===== src/rtl/bcd_accumulator_ctrl_pkg.sv =====
// Shared types and seven-segment encoding for the BCD accumulator.
// Segment vectors are active-low and ordered a..g from index 0 to 6.
package bcd_accumulator_ctrl_pkg;

    typedef enum logic [2:0] {
        IDLE  = 3'd0,
        CHECK = 3'd1,
        ADD0  = 3'd2,
        ADD1  = 3'd3,
        ADD2  = 3'd4,
        DONE  = 3'd5
    } state_e;

    localparam logic [0:6] SEG_0     = 7'b0000001;
    localparam logic [0:6] SEG_1     = 7'b1001111;
    localparam logic [0:6] SEG_2     = 7'b0010010;
    localparam logic [0:6] SEG_3     = 7'b0000110;
    localparam logic [0:6] SEG_4     = 7'b1001100;
    localparam logic [0:6] SEG_5     = 7'b0100100;
    localparam logic [0:6] SEG_6     = 7'b0100000;
    localparam logic [0:6] SEG_7     = 7'b0001111;
    localparam logic [0:6] SEG_8     = 7'b0000000;
    localparam logic [0:6] SEG_9     = 7'b0000100;
    localparam logic [0:6] SEG_BLANK = 7'b1111111;

    // Non-BCD codes (10..15) render as a blank digit.
    function automatic logic [0:6] digit_to_seg(input logic [3:0] d);
        logic [0:6] seg;
        case (d)
            4'd0:    seg = SEG_0;
            4'd1:    seg = SEG_1;
            4'd2:    seg = SEG_2;
            4'd3:    seg = SEG_3;
            4'd4:    seg = SEG_4;
            4'd5:    seg = SEG_5;
            4'd6:    seg = SEG_6;
            4'd7:    seg = SEG_7;
            4'd8:    seg = SEG_8;
            4'd9:    seg = SEG_9;
            default: seg = SEG_BLANK;
        endcase
        return seg;
    endfunction

endpackage


===== src/rtl/bcd_accumulator_ctrl_digit_add.sv =====
// Single-digit BCD adder with carry in/out; purely combinational.
module bcd_digit_add (
    input  logic [3:0] a,
    input  logic [3:0] b,
    input  logic       cin,
    output logic [3:0] digit,
    output logic       cout
);

    logic [4:0] raw;

    always_comb begin
        raw = {1'b0, a} + {1'b0, b} + {4'b0000, cin};
        if (raw > 5'd9) begin
            digit = 4'(raw - 5'd10);
            cout  = 1'b1;
        end else begin
            digit = raw[3:0];
            cout  = 1'b0;
        end
    end

endmodule


===== src/rtl/bcd_accumulator_ctrl.sv =====
// Push-button driven three-digit BCD accumulator; one shared digit adder
// is stepped through ones, tens and hundreds across ADD0..ADD2.
module bcd_accumulator_ctrl
    import bcd_accumulator_ctrl_pkg::*;
#(
    parameter int SYNC_STAGES = 2
) (
    input  logic       CLOCK_50,
    input  logic [1:0] KEY,
    input  logic [9:0] SW,
    output logic [0:6] HEX0,
    output logic [0:6] HEX1,
    output logic [0:6] HEX2,
    output logic [0:6] HEX3,
    output logic [0:6] HEX4,
    output logic [0:6] HEX5,
    output logic [9:0] LEDR
);

    logic rst_n;
    assign rst_n = KEY[0];

    state_e                 state_q, state_d;
    logic [SYNC_STAGES-1:0] sync_q, sync_d;
    logic                   key_prev_q, key_prev_d;
    logic [9:0]             op_q, op_d;
    logic [3:0]             acc0_q, acc0_d, acc1_q, acc1_d, acc2_q, acc2_d;
    logic                   c0_q, c0_d, c1_q, c1_d;
    logic                   err_q, err_d, ovf_q, ovf_d;

    logic       press;
    logic [3:0] add_a, add_b, add_digit;
    logic       add_cin, add_cout;
    logic       sw8_unused;

    assign sw8_unused = op_q[8];

    // Synchronizer presets to 1 (released button), so leaving reset never fakes a press.
    always_comb begin
        sync_d[0] = KEY[1];
        for (int i = 1; i < SYNC_STAGES; i++) begin
            sync_d[i] = sync_q[i-1];
        end
        key_prev_d = sync_q[SYNC_STAGES-1];
    end

    assign press = key_prev_q & ~sync_q[SYNC_STAGES-1];

    always_comb begin
        add_a   = 4'd0;
        add_b   = 4'd0;
        add_cin = 1'b0;
        case (state_q)
            ADD0: begin
                add_a = acc0_q;
                add_b = op_q[3:0];
            end
            ADD1: begin
                add_a   = acc1_q;
                add_b   = op_q[7:4];
                add_cin = c0_q;
            end
            ADD2: begin
                add_a   = acc2_q;
                add_cin = c1_q;
            end
            default: ;
        endcase
    end

    bcd_digit_add u_digit_add (
        .a     (add_a),
        .b     (add_b),
        .cin   (add_cin),
        .digit (add_digit),
        .cout  (add_cout)
    );

    always_comb begin
        state_d = state_q;
        op_d    = op_q;
        acc0_d  = acc0_q;
        acc1_d  = acc1_q;
        acc2_d  = acc2_q;
        c0_d    = c0_q;
        c1_d    = c1_q;
        err_d   = err_q;
        ovf_d   = ovf_q;
        case (state_q)
            IDLE: begin
                if (press) begin
                    state_d = CHECK;
                    op_d    = SW;
                end
            end
            CHECK: begin
                if (op_q[9]) begin
                    acc0_d  = 4'd0;
                    acc1_d  = 4'd0;
                    acc2_d  = 4'd0;
                    err_d   = 1'b0;
                    ovf_d   = 1'b0;
                    state_d = DONE;
                end else if (op_q[7:4] > 4'd9 || op_q[3:0] > 4'd9) begin
                    err_d   = 1'b1;
                    state_d = IDLE;
                end else begin
                    err_d   = 1'b0;
                    state_d = ADD0;
                end
            end
            ADD0: begin
                acc0_d  = add_digit;
                c0_d    = add_cout;
                state_d = ADD1;
            end
            ADD1: begin
                acc1_d  = add_digit;
                c1_d    = add_cout;
                state_d = ADD2;
            end
            ADD2: begin
                acc2_d  = add_digit;
                if (add_cout) begin
                    ovf_d = 1'b1;
                end
                state_d = DONE;
            end
            DONE:    state_d = IDLE;
            default: state_d = IDLE;
        endcase
    end

    always_ff @(posedge CLOCK_50 or negedge rst_n) begin
        if (!rst_n) begin
            state_q    <= IDLE;
            sync_q     <= '1;
            key_prev_q <= 1'b1;
            op_q       <= '0;
            acc0_q     <= '0;
            acc1_q     <= '0;
            acc2_q     <= '0;
            c0_q       <= 1'b0;
            c1_q       <= 1'b0;
            err_q      <= 1'b0;
            ovf_q      <= 1'b0;
        end else begin
            state_q    <= state_d;
            sync_q     <= sync_d;
            key_prev_q <= key_prev_d;
            op_q       <= op_d;
            acc0_q     <= acc0_d;
            acc1_q     <= acc1_d;
            acc2_q     <= acc2_d;
            c0_q       <= c0_d;
            c1_q       <= c1_d;
            err_q      <= err_d;
            ovf_q      <= ovf_d;
        end
    end

    assign HEX0 = digit_to_seg(acc0_q);
    assign HEX1 = digit_to_seg(acc1_q);
    assign HEX2 = digit_to_seg(acc2_q);
    assign HEX3 = SEG_BLANK;
    assign HEX4 = digit_to_seg(SW[3:0]);
    assign HEX5 = digit_to_seg(SW[7:4]);
    assign LEDR = {err_q, ovf_q, (state_q != IDLE), 7'b0000000};

endmodule


===== config.mk =====
export PLATFORM = sky130hd
export DESIGN_NAME = bcd_accumulator_ctrl
export DESIGN_NICKNAME = d
export VERILOG_FILES = /design/src/rtl/bcd_accumulator_ctrl_pkg.sv /design/src/rtl/bcd_accumulator_ctrl_digit_add.sv /design/src/rtl/bcd_accumulator_ctrl.sv
export SDC_FILE = /design/constraint.sdc
export NUM_CORES = 1
export LEC_CHECK = 0
export CORE_ASPECT_RATIO = 0.7
export CORE_MARGIN = 4
export CORE_UTILIZATION = 45
export CTS_CLUSTER_DIAMETER = 120
export DETAILED_ROUTE_END_ITERATION = 12
export GPL_ROUTABILITY_DRIVEN = 0
export GPL_TIMING_DRIVEN = 0
export PLACE_DENSITY = 0.74
export SLEW_MARGIN = 15
export SYNTH_ARGS = -nofsm -noshare
export SYNTH_HDL_FRONTEND = slang
export SYNTH_HIERARCHICAL = 1
export SYNTH_SLANG_ARGS = --single-unit

===== constraint.sdc =====
create_clock -name CLOCK_50 -period 3.8 [get_ports CLOCK_50]
set_input_delay 0.57 -clock CLOCK_50 [delete_from_list [all_inputs] [get_ports CLOCK_50]]
set_output_delay 0.57 -clock CLOCK_50 [all_outputs]
set_load 0.02 [all_outputs]

==> flow_metrics.env <==
export IMPL_status="finished, final reports clean"
export IMPL_routed_via_count=2387
export IMPL_final_core_util_pct=60.1
export IMPL_timing_rr_end="acc1_q[3]"
export IMPL_yosysUniqueCellTypes=41
export IMPL_max_freq_mhz=273
export IMPL_finalPower_uw=2470
export IMPL_r2r_cells=13
export IMPL_syn_inst=318
export IMPL_worst_path_buf_inv=3
export IMPL_cts_clk_slew_worst_paths_ns=0.06
export IMPL_start_util_pct=46.8
export IMPL_drt_iter0_drc=122
export IMPL_dieArea_um2=7310
export IMPL_dieWidth_um=101
export IMPL_crit_path_max_fanout=10
export IMPL_hold_violations=0
export IMPL_clock_path_buffers=2
export IMPL_slew_headroom_pct=53.8
export IMPL_syn_to_final_growth_pct=28.4
export IMPL_cts_htree_levels=2
export IMPL_rows=23
export IMPL_diodes=0
export IMPL_timing_rr_start="state_q[1]"
export IMPL_drc=0
export IMPL_nets=433
export IMPL_worstSetupPathType="reg -> reg"
export IMPL_p_int_uw=1350
export IMPL_port_buffers=49
export IMPL_syn_area_um2=2700
export IMPL_routed_via_density=5.13
export IMPL_rrSetupSlack_ns=0.13
export IMPL_ant_nets=0
export IMPL_hold_class="in -> async"
export IMPL_seq_power_share_pct=22.7
export IMPL_cts_hold_buf=0
export IMPL_worstPathRequired_ns=3.97
export IMPL_ys_warn_count=6
export IMPL_ir_drop_v=0.000270
export IMPL_synth_top_cell_area_share_pct=26.0
export IMPL_startpoint_type="register"
export IMPL_clock_skew_ns=0.00579
export IMPL_wl_per_cell_um=13.3
export IMPL_maxSlewViolCount=0
export IMPL_power_leakage_uw=0.00160
export IMPL_overflow=0
export IMPL_fill_cells=493
export IMPL_crit_slowest_cell="fa_2"
export IMPL_layout_min_cycle_time_ns=3.67
export IMPL_critPathMostFrequentCell="a22o_1"
export IMPL_grt_setup_unrepaired="false"
export IMPL_yosysTopAreaCell="dfrtp_1"
export IMPL_worstPathArrival_ns=3.84
export IMPL_setup_violations=0
export IMPL_clk_latency_ns=0.28
export IMPL_tightest_slew_ns=0.694
export IMPL_clock_sinks=31
export IMPL_die_h_um=72.8
export IMPL_critPathTopFamily="adder cells"
export IMPL_swShare_pct=45.2
export IMPL_max_cap_violations=0
export IMPL_first_global_vias=2201
export IMPL_ys_ff_latch=31
export IMPL_ys_seq_area_share_pct=28.9
export IMPL_grt_max_degree=32
export IMPL_cts_buffers=5
export IMPL_finalCritPeriodShare_pct=96.5
export IMPL_hpwlAfterDp_um=4800
export IMPL_synth_area_leaders="dfrtp_1 (26%), ha_1 (13%), a21oi_1 (5.6%)"
export IMPL_worstPathCellList="clkbuf_4 -> nor2_1 -> and2_1 -> a22o_1 -> fa_1 -> fa_2 -> inv_1 -> ha_1 -> a31o_1 -> a2111oi_2 -> nor2b_1 -> buf_4 -> a22o_1"
export IMPL_grt_first_pass_wirelength_um=10600
export IMPL_antenna_found_initial=0
export IMPL_worst_setup_path_end_kind="register"
export IMPL_stdcell_count=465
export IMPL_coreArea_um2=5760
export IMPL_drive_above_1_share_pct=15.9
export IMPL_ios=65
export IMPL_power_density_nw_per_um2=714
export IMPL_clkPwrFrac_pct=11.5
export IMPL_avgSynthCellArea_um2=8.48
export IMPL_first_pass_iters=4
export IMPL_p_switching_uw=1120
export IMPL_place_inst=454
export IMPL_cts_tree="built"
export IMPL_cp_slowest_stage_delay_ns=0.55
export IMPL_wl_um=6180
export IMPL_clockRootBuffer="clkbuf_8"
export IMPL_grt_use_total_pct=17.8
export IMPL_p_comb_share_pct=65.8
-- worst register-to-register path, cell delays in order (launching register included) --
cell	delay [ns]
dfrtp_1	0.33
clkbuf_4	0.18
nor2_1	0.13
and2_1	0.21
a22o_1	0.27
fa_1	0.42
fa_2	0.55
inv_1	0.07
ha_1	0.23
a31o_1	0.25
a2111oi_2	0.41
nor2b_1	0.12
buf_4	0.17
a22o_1	0.20
-- cells in the final DEF, fill, tap and decap left out, types with 2 or more instances in the layout --
cell type and instances:
a21oi_1 30, a22o_1 6, a31oi_1 4, buf_2 4, buf_4 22, clkbuf_1 8
clkbuf_8 7, clkdlybuf4s50_1 48, conb_1 14, dfrtp_1 28, dfstp_2 3, ha_1 29
inv_1 21, mux2_2 13, mux2i_1 8, nand2_1 21, nand2b_1 17, nor2_1 32
nor2b_1 5, nor3_1 4, o21a_1 4, o21ai_0 22, o22a_1 4, o22ai_1 8
o32ai_1 2, or2_2 5, xnor2_1 2
-- logic make-up after synthesis --
logic type | after synthesis | share of synthesized area, %
muxes | 22 | 8.77
other | 2 | 0.279
adders and majority gates | 31 | 14.9
buffers and inverters | 51 | 9.84
DFF | 31 | 28.9
xor gates and xnor gates | 3 | 0.975
and+or+nand+nor | 92 | 16.5
AOI/OAI and AO/OA | 86 | 19.8
-- metrics by stage --
step,setup TNS [ns],cell area [µm²],setup slack (ns),hold WS (ns)
2_1_floorplan,0,2740,0.404,0.274
3_3_place_gp,0,3330,0.0864,0.346
3_5_place_dp,-0.00272,3320,-0.00272,0.347
4_1_cts,0,3420,0.00286,0.351
5_1_grt,0,3460,0.0303,0.363
6_report,0,3460,0.133,0.330
-- metal layers --
metal | wire (µm) | part of all wire (%) | track usage [%]
met1 | 3030 | 49 | 26.8
met3 | 379 | 6.1 | 3.34
met5 | 0 | 0 | 0
met4 | 39 | 0.63 | 3.59
met2 | 2730 | 44 | 26.7
-- worst max path at each step --
stage / from / end / slack (ns) / depth (start not counted)
4_1_cts: state_q[0] / acc0_q[2] / 0.003 / 13
3_3_place_gp: state_q[0] / acc0_q[2] / 0.09 / 13
3_5_place_dp: state_q[0] / acc0_q[2] / -0.003 / 13
5_1_grt: state_q[1] / acc0_q[2] / 0.03 / 13
6_report: state_q[1] / acc1_q[3] / 0.13 / 13
2_1_floorplan: state_q[0] / acc0_q[3] / 0.40 / 13
-- cell type report --
class / instances / area, µm² / share of cell area [%]
Buffer: 30 / 191 / 5.53
Multi-Input combinational cell: 248 / 1710 / 49.4
Clock buffer: 8 / 100 / 2.89
Inverter: 21 / 78.8 / 2.28
Sequential cell: 31 / 779 / 22.5
Timing Repair Buffer: 52 / 508 / 14.7
Tap cell: 75 / 93.8 / 2.71
-- power by group through the flow --
| stage | Combinational, µW | Sequential [µW] | Clock [µW] |
|---|---|---|---|
| after floorplan | 1080 | 525 | 0 |
| after global placement | 1560 | 556 | 0 |
| after detailed placement | 1580 | 565 | 0 |
| after CTS | 1600 | 560 | 293 |
| after global routing | 1780 | 581 | 314 |
| final | 1630 | 561 | 283 |
-- registers in the layout (all words and copies together), names as in the netlist --
register and flops:
err_q 1, state_q 3, acc0_q 4, key_prev_q 1
op_q 9, ovf_q 1, c1_q 1, acc1_q 4
sync_q 2, acc2_q 4, c0_q 1
-- cells in the mapped netlist (all sizes together) --
library cell / number
nor2: 33
a21oi: 30
ha: 29
dfrtp: 28
buf: 23
o21ai: 22
inv: 21
nand2: 21
nand2b: 17
mux2: 13
mux2i: 9
o22ai: 8
clkbuf: 7
a22o: 6
nor2b: 5
or2: 5
a31oi: 4
nor3: 4
o21a: 4
o22a: 4
dfstp: 3
conb: 2
fa: 2
nand3: 2
o32ai: 2
xnor2: 2
a2111oi: 1
a211oi: 1
a21o: 1
a31o: 1
and2: 1
and3: 1
nand3b: 1
nor4: 1
o2bb2ai: 1
o31ai: 1
or3b: 1
xor2: 1
-- timing repair --
action                                  in CTS  in global routing
setup buffers                                0                  3
resized for setup                            1                  6
endpoints found under the hold margin        0                  0
endpoints found under the setup margin       1                  9
pin swaps                                    0                  1
(Power assumes the default switching activity.)
